==> config.mk <==
export PLATFORM = sky130hd
export DESIGN_NAME = result_printer
export DESIGN_NICKNAME = d
export VERILOG_FILES = /design/src/rtl/result_printer.sv
export SDC_FILE = /design/constraint.sdc
export NUM_CORES = 1
export LEC_CHECK = 0
export BUFFER_PORTS_ARGS = -buffer_cell sky130_fd_sc_hd__buf_4
export CAP_MARGIN = 5
export CORE_MARGIN = 2
export CORE_UTILIZATION = 55
export CTS_CLUSTER_SIZE = 20
export DETAILED_ROUTE_END_ITERATION = 10
export PLACE_DENSITY = 0.77
export SYNTH_ARGS = -nofsm -noshare
export SYNTH_HDL_FRONTEND = slang
export SYNTH_SLANG_ARGS = --single-unit
==> constraint.sdc <==
create_clock -name clk_50m -period 6.3 [get_ports clk_50m]
set_input_delay 1.26 -clock clk_50m [delete_from_list [all_inputs] [get_ports clk_50m]]
set_output_delay 1.26 -clock clk_50m [all_outputs]
set_load 0.05 [all_outputs]
==> src/rtl/result_printer.sv <==
// result_printer: converts a latched 16-bit calculator result to decimal by repeated
// subtraction, then streams '=', optional '-', the digits and an optional CR.
module result_printer #(
  parameter bit SIGNED  = 1'b1,
  parameter bit EMIT_EQ = 1'b1,
  parameter bit EMIT_CR = 1'b1
) (
  input  logic        clk_50m,
  input  logic        rst,
  input  logic        Finish,
  input  logic [15:0] Result,
  input  logic        char_ready,
  output logic [7:0]  asciiOut,
  output logic        char_valid,
  output logic        busy,
  output logic        done
);

  typedef enum logic [1:0] {
    IDLE = 2'd0,
    CONV = 2'd1,
    EMIT = 2'd2
  } state_t;

  state_t          state_r;
  state_t          state_s;
  logic [15:0]     rem_r;
  logic [4:0][3:0] digits_r;
  logic [2:0]      pos_r;
  logic            neg_r;
  logic [3:0]      idx_r;
  logic [3:0]      idx_s;

  logic [71:0]     list_s;
  logic [3:0]      len_s;
  logic            started_s;
  logic [15:0]     pow_s;
  logic            rem_ge_s;
  logic            accept_s;
  logic            last_s;
  logic            result_neg_s;

  logic [7:0]      ascii_s;
  logic            valid_s;
  logic            busy_s;
  logic            done_s;

  function automatic logic [15:0] pow10(input logic [2:0] p);
    case (p)
      3'd4:    pow10 = 16'd10000;
      3'd3:    pow10 = 16'd1000;
      3'd2:    pow10 = 16'd100;
      3'd1:    pow10 = 16'd10;
      3'd0:    pow10 = 16'd1;
      default: pow10 = 16'd1;
    endcase
  endfunction

  assign pow_s        = pow10(pos_r);
  assign rem_ge_s     = (rem_r >= pow_s);
  assign accept_s     = char_valid & char_ready;
  assign last_s       = (idx_r == (len_s - 4'd1));
  assign result_neg_s = SIGNED & Result[15];

  // Character list: each slot is written at the current length, and the length only
  // advances when the slot is wanted, so unwanted slots are overwritten by the next one.
  always_comb begin
    list_s    = 72'd0;
    len_s     = 4'd0;
    started_s = 1'b0;
    list_s[{len_s, 3'b000} +: 8] = 8'h3D;
    len_s = len_s + {3'b000, EMIT_EQ};
    list_s[{len_s, 3'b000} +: 8] = 8'h2D;
    len_s = len_s + {3'b000, neg_r};
    for (int i = 4; i >= 0; i--) begin
      started_s = started_s | (digits_r[i] != 4'd0) | (i == 0);
      list_s[{len_s, 3'b000} +: 8] = 8'h30 + {4'd0, digits_r[i]};
      len_s = len_s + {3'b000, started_s};
    end
    list_s[{len_s, 3'b000} +: 8] = 8'h0D;
    len_s = len_s + {3'b000, EMIT_CR};
  end

  // Next-state and next character index.
  always_comb begin
    state_s = state_r;
    idx_s   = idx_r;
    case (state_r)
      IDLE: begin
        idx_s = 4'd0;
        if (Finish) state_s = CONV;
        else        state_s = IDLE;
      end
      CONV: begin
        idx_s = 4'd0;
        if (pos_r == 3'd0 && !rem_ge_s) state_s = EMIT;
        else                            state_s = CONV;
      end
      EMIT: begin
        if (accept_s && last_s) begin
          state_s = IDLE;
          idx_s   = 4'd0;
        end else if (accept_s) begin
          state_s = EMIT;
          idx_s   = idx_r + 4'd1;
        end else begin
          state_s = EMIT;
          idx_s   = idx_r;
        end
      end
      default: begin
        state_s = IDLE;
        idx_s   = 4'd0;
      end
    endcase
  end

  // Next output values, registered below so every output comes straight from a flop.
  always_comb begin
    ascii_s = 8'd0;
    valid_s = 1'b0;
    busy_s  = 1'b0;
    done_s  = 1'b0;
    case (state_s)
      CONV: begin
        busy_s = 1'b1;
      end
      EMIT: begin
        busy_s  = 1'b1;
        valid_s = 1'b1;
        ascii_s = list_s[{idx_s, 3'b000} +: 8];
      end
      IDLE: begin
        done_s = (state_r == EMIT);
      end
      default: begin
        done_s = 1'b0;
      end
    endcase
  end

  // State register and conversion datapath.
  always_ff @(posedge clk_50m) begin
    if (!rst) begin
      state_r  <= IDLE;
      rem_r    <= 16'd0;
      digits_r <= 20'd0;
      pos_r    <= 3'd0;
      neg_r    <= 1'b0;
      idx_r    <= 4'd0;
    end else begin
      state_r <= state_s;
      idx_r   <= idx_s;
      case (state_r)
        IDLE: begin
          if (Finish) begin
            neg_r    <= result_neg_s;
            rem_r    <= result_neg_s ? (16'd0 - Result) : Result;
            digits_r <= 20'd0;
            pos_r    <= 3'd4;
          end
        end
        CONV: begin
          if (rem_ge_s) begin
            rem_r           <= rem_r - pow_s;
            digits_r[pos_r] <= digits_r[pos_r] + 4'd1;
          end else if (pos_r != 3'd0) begin
            pos_r <= pos_r - 3'd1;
          end
        end
        default: begin
          rem_r <= rem_r;
        end
      endcase
    end
  end

  // Output registers.
  always_ff @(posedge clk_50m) begin
    if (!rst) begin
      asciiOut   <= 8'd0;
      char_valid <= 1'b0;
      busy       <= 1'b0;
      done       <= 1'b0;
    end else begin
      asciiOut   <= ascii_s;
      char_valid <= valid_s;
      busy       <= busy_s;
      done       <= done_s;
    end
  end

endmodule
Word level (Yosys, flattened, before mapping)
Cells that the tools add are included.
Widths: inputs -> output; s select.
{"block": "word_totals", "output_inout_bits": 11, "register_bits": 57, "input_bits": 20, "elab_cells": 124}
{"block": "classes", "n_addsub": 24, "order_cmp": 3, "n_bitwise": 7, "reduce_logical": 19, "shifts": 13, "eq_ne": 13, "n_mux": 31}
{"cell": "$shift 8x9->72 const A", "n": 6}
{"cell": "$bwmux 72", "n": 5}
{"cell": "$shiftx 8x9->72", "n": 5}
{"cell": "$shiftx 72x8->8", "n": 1}
{"cell": "$shiftx 8x9->72 const A", "n": 1}
{"cell": "$and 63x63->63", "n": 1}
{"cell": "$pmux 14 s4", "n": 1}
{"cell": "$mux 16", "n": 3}
{"cell": "$mux 20", "n": 2}
{"cell": "$pmux 20 s2", "n": 1}
{"cell": "$neg 7->9", "n": 4}
{"cell": "$add 6x4->7 const A", "n": 5}
{"cell": "$pmux 16 s2", "n": 1}
{"cell": "$bwmux 20", "n": 1}
{"cell": "$mux 4", "n": 5}
{"cell": "$add 4x1->4 const B", "n": 4}
{"cell": "$ge 16x16->1", "n": 1}
{"cell": "$reduce_bool 4->1", "n": 4}
{"cell": "$sub 1x16->16 const A", "n": 1}
{"cell": "$sub 16x14->16", "n": 1}
{"cell": "$bmux 4 s3", "n": 1}
{"cell": "$demux 4 s3", "n": 1}
{"cell": "$mux 3", "n": 3}
{"cell": "$neg 5->9", "n": 1}
{"cell": "34 further kinds", "n": 51}

Longest topological paths before layout
{"block": "logic_depth", "word_depth": 15, "mapped_depth": 22, "mapped_depth_nobuf": 19}

Worst setup path before layout
OpenSTA, ideal clock, no wires.
{"block": "synth_timing", "path_type": "register to register", "startpoint": "reg digits_r[16] (netlist name)", "endpoint": "reg asciiOut[5]", "stages_incl_launch_ff": 19, "n_path_buf": 3, "synth_period_minus_slack_ps": 5538, "setup_ps": 124, "arrival_time_ps": 5415, "path_slack_ps": 762, "t_required_ps": 6176, "path_cell_list": "dfxtp_1 nor4_1 inv_1 fa_1 inv_1 ha_1 ha_1 clkbuf_1 inv_1 ha_1 clkbuf_1 xnor2_1 or4_1 buf_4 o211ai_4 a311oi_1 a311o_1 a221oi_2 a21oi_1"}
{"block": "synth_via", "elab_chain_len": 14, "elab_cells_between_ends": 44, "classes_between": "add/sub (13); eq/ne (2); shift (12); mux (9); bitwise (5); reduce/logical (3)"}
{"item": "from (decl)", "line_no": "28", "rtl": "logic [4:0][3:0] digits_r;"}
{"item": "from (signal, indexed assignment)", "line_no": "166", "rtl": "digits_r[pos_r] <= digits_r[pos_r] + 4'd1;"}
{"item": "branches (longest 14 deep; another with $add 3x1->4)"}
{"item": "to (signal assigned)", "line_no": "186", "rtl": "asciiOut <= ascii_s;"}
{"item": "to (decl)", "line_no": "13", "rtl": "output logic [7:0] asciiOut,"}
Parallel ways; which one is timed is not known.
A chain may end at the register's enable or synchronous reset.

Worst setup path after layout
{"block": "layout_timing", "startpoint": "reg digits_r[13] (netlist name)", "endpoint": "reg asciiOut[1]"}
{"block": "layout_via", "elab_chain_len": 14, "elab_cells_between_ends": 38, "classes_between": "add/sub (11); eq/ne (2); shift (10); mux (9); bitwise (3); reduce/logical (3)"}
{"item": "branches (longest 14 deep; another with $add 3x1->4)"}
Parallel ways; which one is timed is not known.

==> summary.txt <==
Synth
  – Synth Area in Adders: 0.09424
  – Gate Count Post-Synth: between 900 and 1000
  – Post-synthesis sequential area ratio: 0.1620
  – Post-synthesis average cell area: roughly 7.4 µm²
  – Post-synthesis compound-gate area fraction: 0.3216
  – Asr flop ratio synth: 0
  – Synth warnings: 0
  – Syn Std Cell Area: about 0.0068 mm²
  – Post-synth EDFFs: 0
  – Post-Synth XOR/XNOR Area: 0.06700
  – Yosys reg bits: between 50 and 60
  – Yosys top cell area share: 0.1620
  – Fraction of synthesized area in multiplexers: 0.05117
  – Synth Flop Type: dfxtp_1
  – Cell accounting for the most synthesized area: dfxtp_1
  – Synth top area cells: dfxtp_1, ha_1, a21oi_1
  – Simple-Gate Fraction of Synth Area: 0.2450
  – Library cells used by synthesis: 90
  – Largest family of logic cells by synthesized area: compound AO/OA/AOI/OAI gates

Clocking
  – Hold-fix buffers, CTS: 0
  – CTS resizes: 0
  – H-tree depth reported by CTS: 2
  – CTS tree: built
  – Worst skew pair latency: around 310 ps
  – Clock Path Buffers: 2
  – Root Buffer: clkbuf_16
  – Clock Sinks: 55
  – TritonCTS Buffers: 5
  – Setup bufs post-CTS: 0
  – Clock slew at reported path FFs: approximately 80 ps

Final layout
  – Commonest non-fill, non-tap cell in the layout: nand2_1
  – Fin nets: ~1000
  – N_diodes: 0
  – Layout area overhead: 5.780%
  – Filler Cell Count: 1149
  – Most frequent cells in the layout: nand2_1, nor2_1, a21oi_1, dfxtp_1, o21ai_0
  – Share of post-route cells with drive strength above 1: 0.08389

Timing
  – Setup violations, final: 0
  – Worst slew margin: 0.4176
  – Final slew viol count: 0
  – Sum Neg Setup Slack: 0 ps
  – Layout Skew: between 10 and 15 ps
  – Fin crit period: 5772 ps
  – Worst-Margin Slew: between 800 and 900 ps
  – Final period util: 0.9162
  – Unrepaired setup endpoints after global routing: false
  – FMAX: about 170 MHz
  – WHS: about 460 ps
  – Final hold vios: 0

Min path
  – Worst Hold Path EP: rem_r[0]$_SDFFE_PN0P_
  – HP Class: reg -> reg
  – Hold path depth: 2
  – Hold path start: rem_r[0]$_SDFFE_PN0P_

Setup path
  – Reg2reg path depth: 15
  – CP Class: reg -> reg
  – Data required, critical path: roughly 6500 ps
  – Reg-to-reg critical path startpoint: digits_r[13]$_SDFFE_PN0P_
  – Critical Path Source Type: register
  – Critical Path End Type: register
  – R2R Path End: asciiOut[1]$_SDFF_PN0_
  – CP Data Arrival Time: about 6000 ps
  – R2R Setup Slk: about 530 ps
  – Critical path peak fanout: 13

Drt
  – Post-DRT Antenna Nets: 0
  – DR iter-0 viols: 710
  – Routed len/inst: around 20 µm
  – Pre-antenna DRT Iters: 6
  – Post-Route WL: approximately 21 mm
  – Vias: ~7300
  – # DRC: 0
  – Vias/cell: 6.806

Global routing
  – First-pass GRT wire length: 34.04 mm
  – Initial antenna violation count: 0
  – Tot GR Track Use: 0.3211
  – Largest net degree at the start of global routing: 41
  – Vias in the first global route: around 6600
  – GRT overflow: 0

Power and ir drop
  – Pleak: roughly 2.7 nW
  – VDD IR max: around 0.00037 V
  – Power density over the cells: ~490 mW/mm²

Placed design
  – GPL Wtd Cong: 1.046
  – I/O Buffers: 28
  – Post-DP HPWL: between 15 and 20 mm

Job
  – Total of max-cap violations: 0

Floorplanning
  – Die W: between 100 and 150 µm
  – Die area: between 0.01 and 0.015 mm²
  – Die height: 115.2 µm
  – Number of top-level pins: 31
  – FP Rows: 40
  – Core box area: 0.01206 mm²
  – Initial Utilization: 0.5636

Status
  – Status: completed
registers in the layout, indices dropped and copies added, names as in the netlist:
name        count
asciiOut        6
busy            1
char_valid      1
digits_r       20
done            1
idx_r           4
neg_r           1
pos_r           3
rem_r          16
state_r         2
per-stage QoR:
| stage | setup slack [ps] | std cells | total power [mW] | area [µm²] | utilization |
|---|---|---|---|---|---|
| 2_1_floorplan | 761.7 | 921 | 2.569 | 6802 | - |
| 3_3_place_gp | 783.9 | 1066 | 3.150 | 7038 | 0.5835 |
| 3_5_place_dp | 622.8 | 1066 | 3.177 | 7038 | 0.5835 |
| 4_1_cts | 611.7 | 1074 | 3.480 | 7191 | 0.5962 |
| 5_1_grt | 160.2 | 1074 | 3.809 | 7191 | 0.5962 |
| 6_report | 528.1 | 1074 | 3.537 | 7191 | 0.5962 |
power by group:
group,switching [mW],total [mW],internal (mW)
sequential,0.0930,0.511,0.418
clock,0.141,0.292,0.151
combinational,1.75,2.73,0.985
area by class of cell:
class                      count  area, µm²  area share
multi-input combinational    769       5303      0.7374
clock buffer                   5      125.1     0.01740
inverter                      35      131.4     0.01827
clock inverter                 3      27.53    0.003828
tap                          168      210.2     0.02923
sequential                    55       1101      0.1531
timing repair buffer          39      292.8     0.04072
cell usage after synthesis (all sizes together), types with 12 or more instances:
| library cell | n |
|---|---|
| a211oi | 18 |
| a21oi | 69 |
| a32o | 17 |
| and2 | 15 |
| and3 | 16 |
| clkbuf | 52 |
| dfxtp | 55 |
| ha | 48 |
| inv | 35 |
| mux2i | 28 |
| nand2 | 86 |
| nand2b | 13 |
| nand3 | 32 |
| nand4 | 12 |
| nor2 | 79 |
| nor2b | 16 |
| nor3 | 19 |
| nor4 | 12 |
| o211ai | 17 |
| o21ai | 55 |
| xnor2 | 28 |
| xor2 | 13 |
worst max-delay path by stage:
stage	startpoint	endpoint	slack (ps)	depth (start not counted)
2_1_floorplan	digits_r[16]$_SDFFE_PN0P_	asciiOut[5]$_SDFF_PN0_	760	18
6_report	digits_r[13]$_SDFFE_PN0P_	asciiOut[1]$_SDFF_PN0_	530	15
5_1_grt	digits_r[13]$_SDFFE_PN0P_	asciiOut[5]$_SDFF_PN0_	160	16
3_3_place_gp	digits_r[12]$_SDFFE_PN0P_	asciiOut[4]$_SDFF_PN0_	780	15
3_5_place_dp	digits_r[13]$_SDFFE_PN0P_	asciiOut[5]$_SDFF_PN0_	620	15
4_1_cts	digits_r[13]$_SDFFE_PN0P_	asciiOut[4]$_SDFF_PN0_	610	15
worst max-delay path, cell delays in order, from the launching register on:
cell and delay, ps:
dfxtp_1 400, nor4_1 500, nand2_1 180, fa_1 690
inv_1 180, ha_1 560, ha_1 280, ha_1 340
ha_1 430, xnor2_1 190, nor4_2 480, a21boi_0 330
a21o_1 310, o32a_1 380, o311a_1 310, a21oi_2 150
cell families after synthesis:
kind of cell             after synthesis
XOR/XNOR                              43
AO/OA/AOI/OAI                        308
multiplexers                          33
other                                  1
buffers and inverters                 97
AND/OR/NAND/NOR                      333
adder cells (fa/ha/maj)               50
flip-flops                            55
routing by layer:
metal	global-route usage	part of all wire
met2	0.5384	0.47
met3	0.05061	0.077
met4	0.1373	0.043
met1	0.4097	0.41
met5	0	0
No activity file was read; power rests on OpenSTA's default activity.
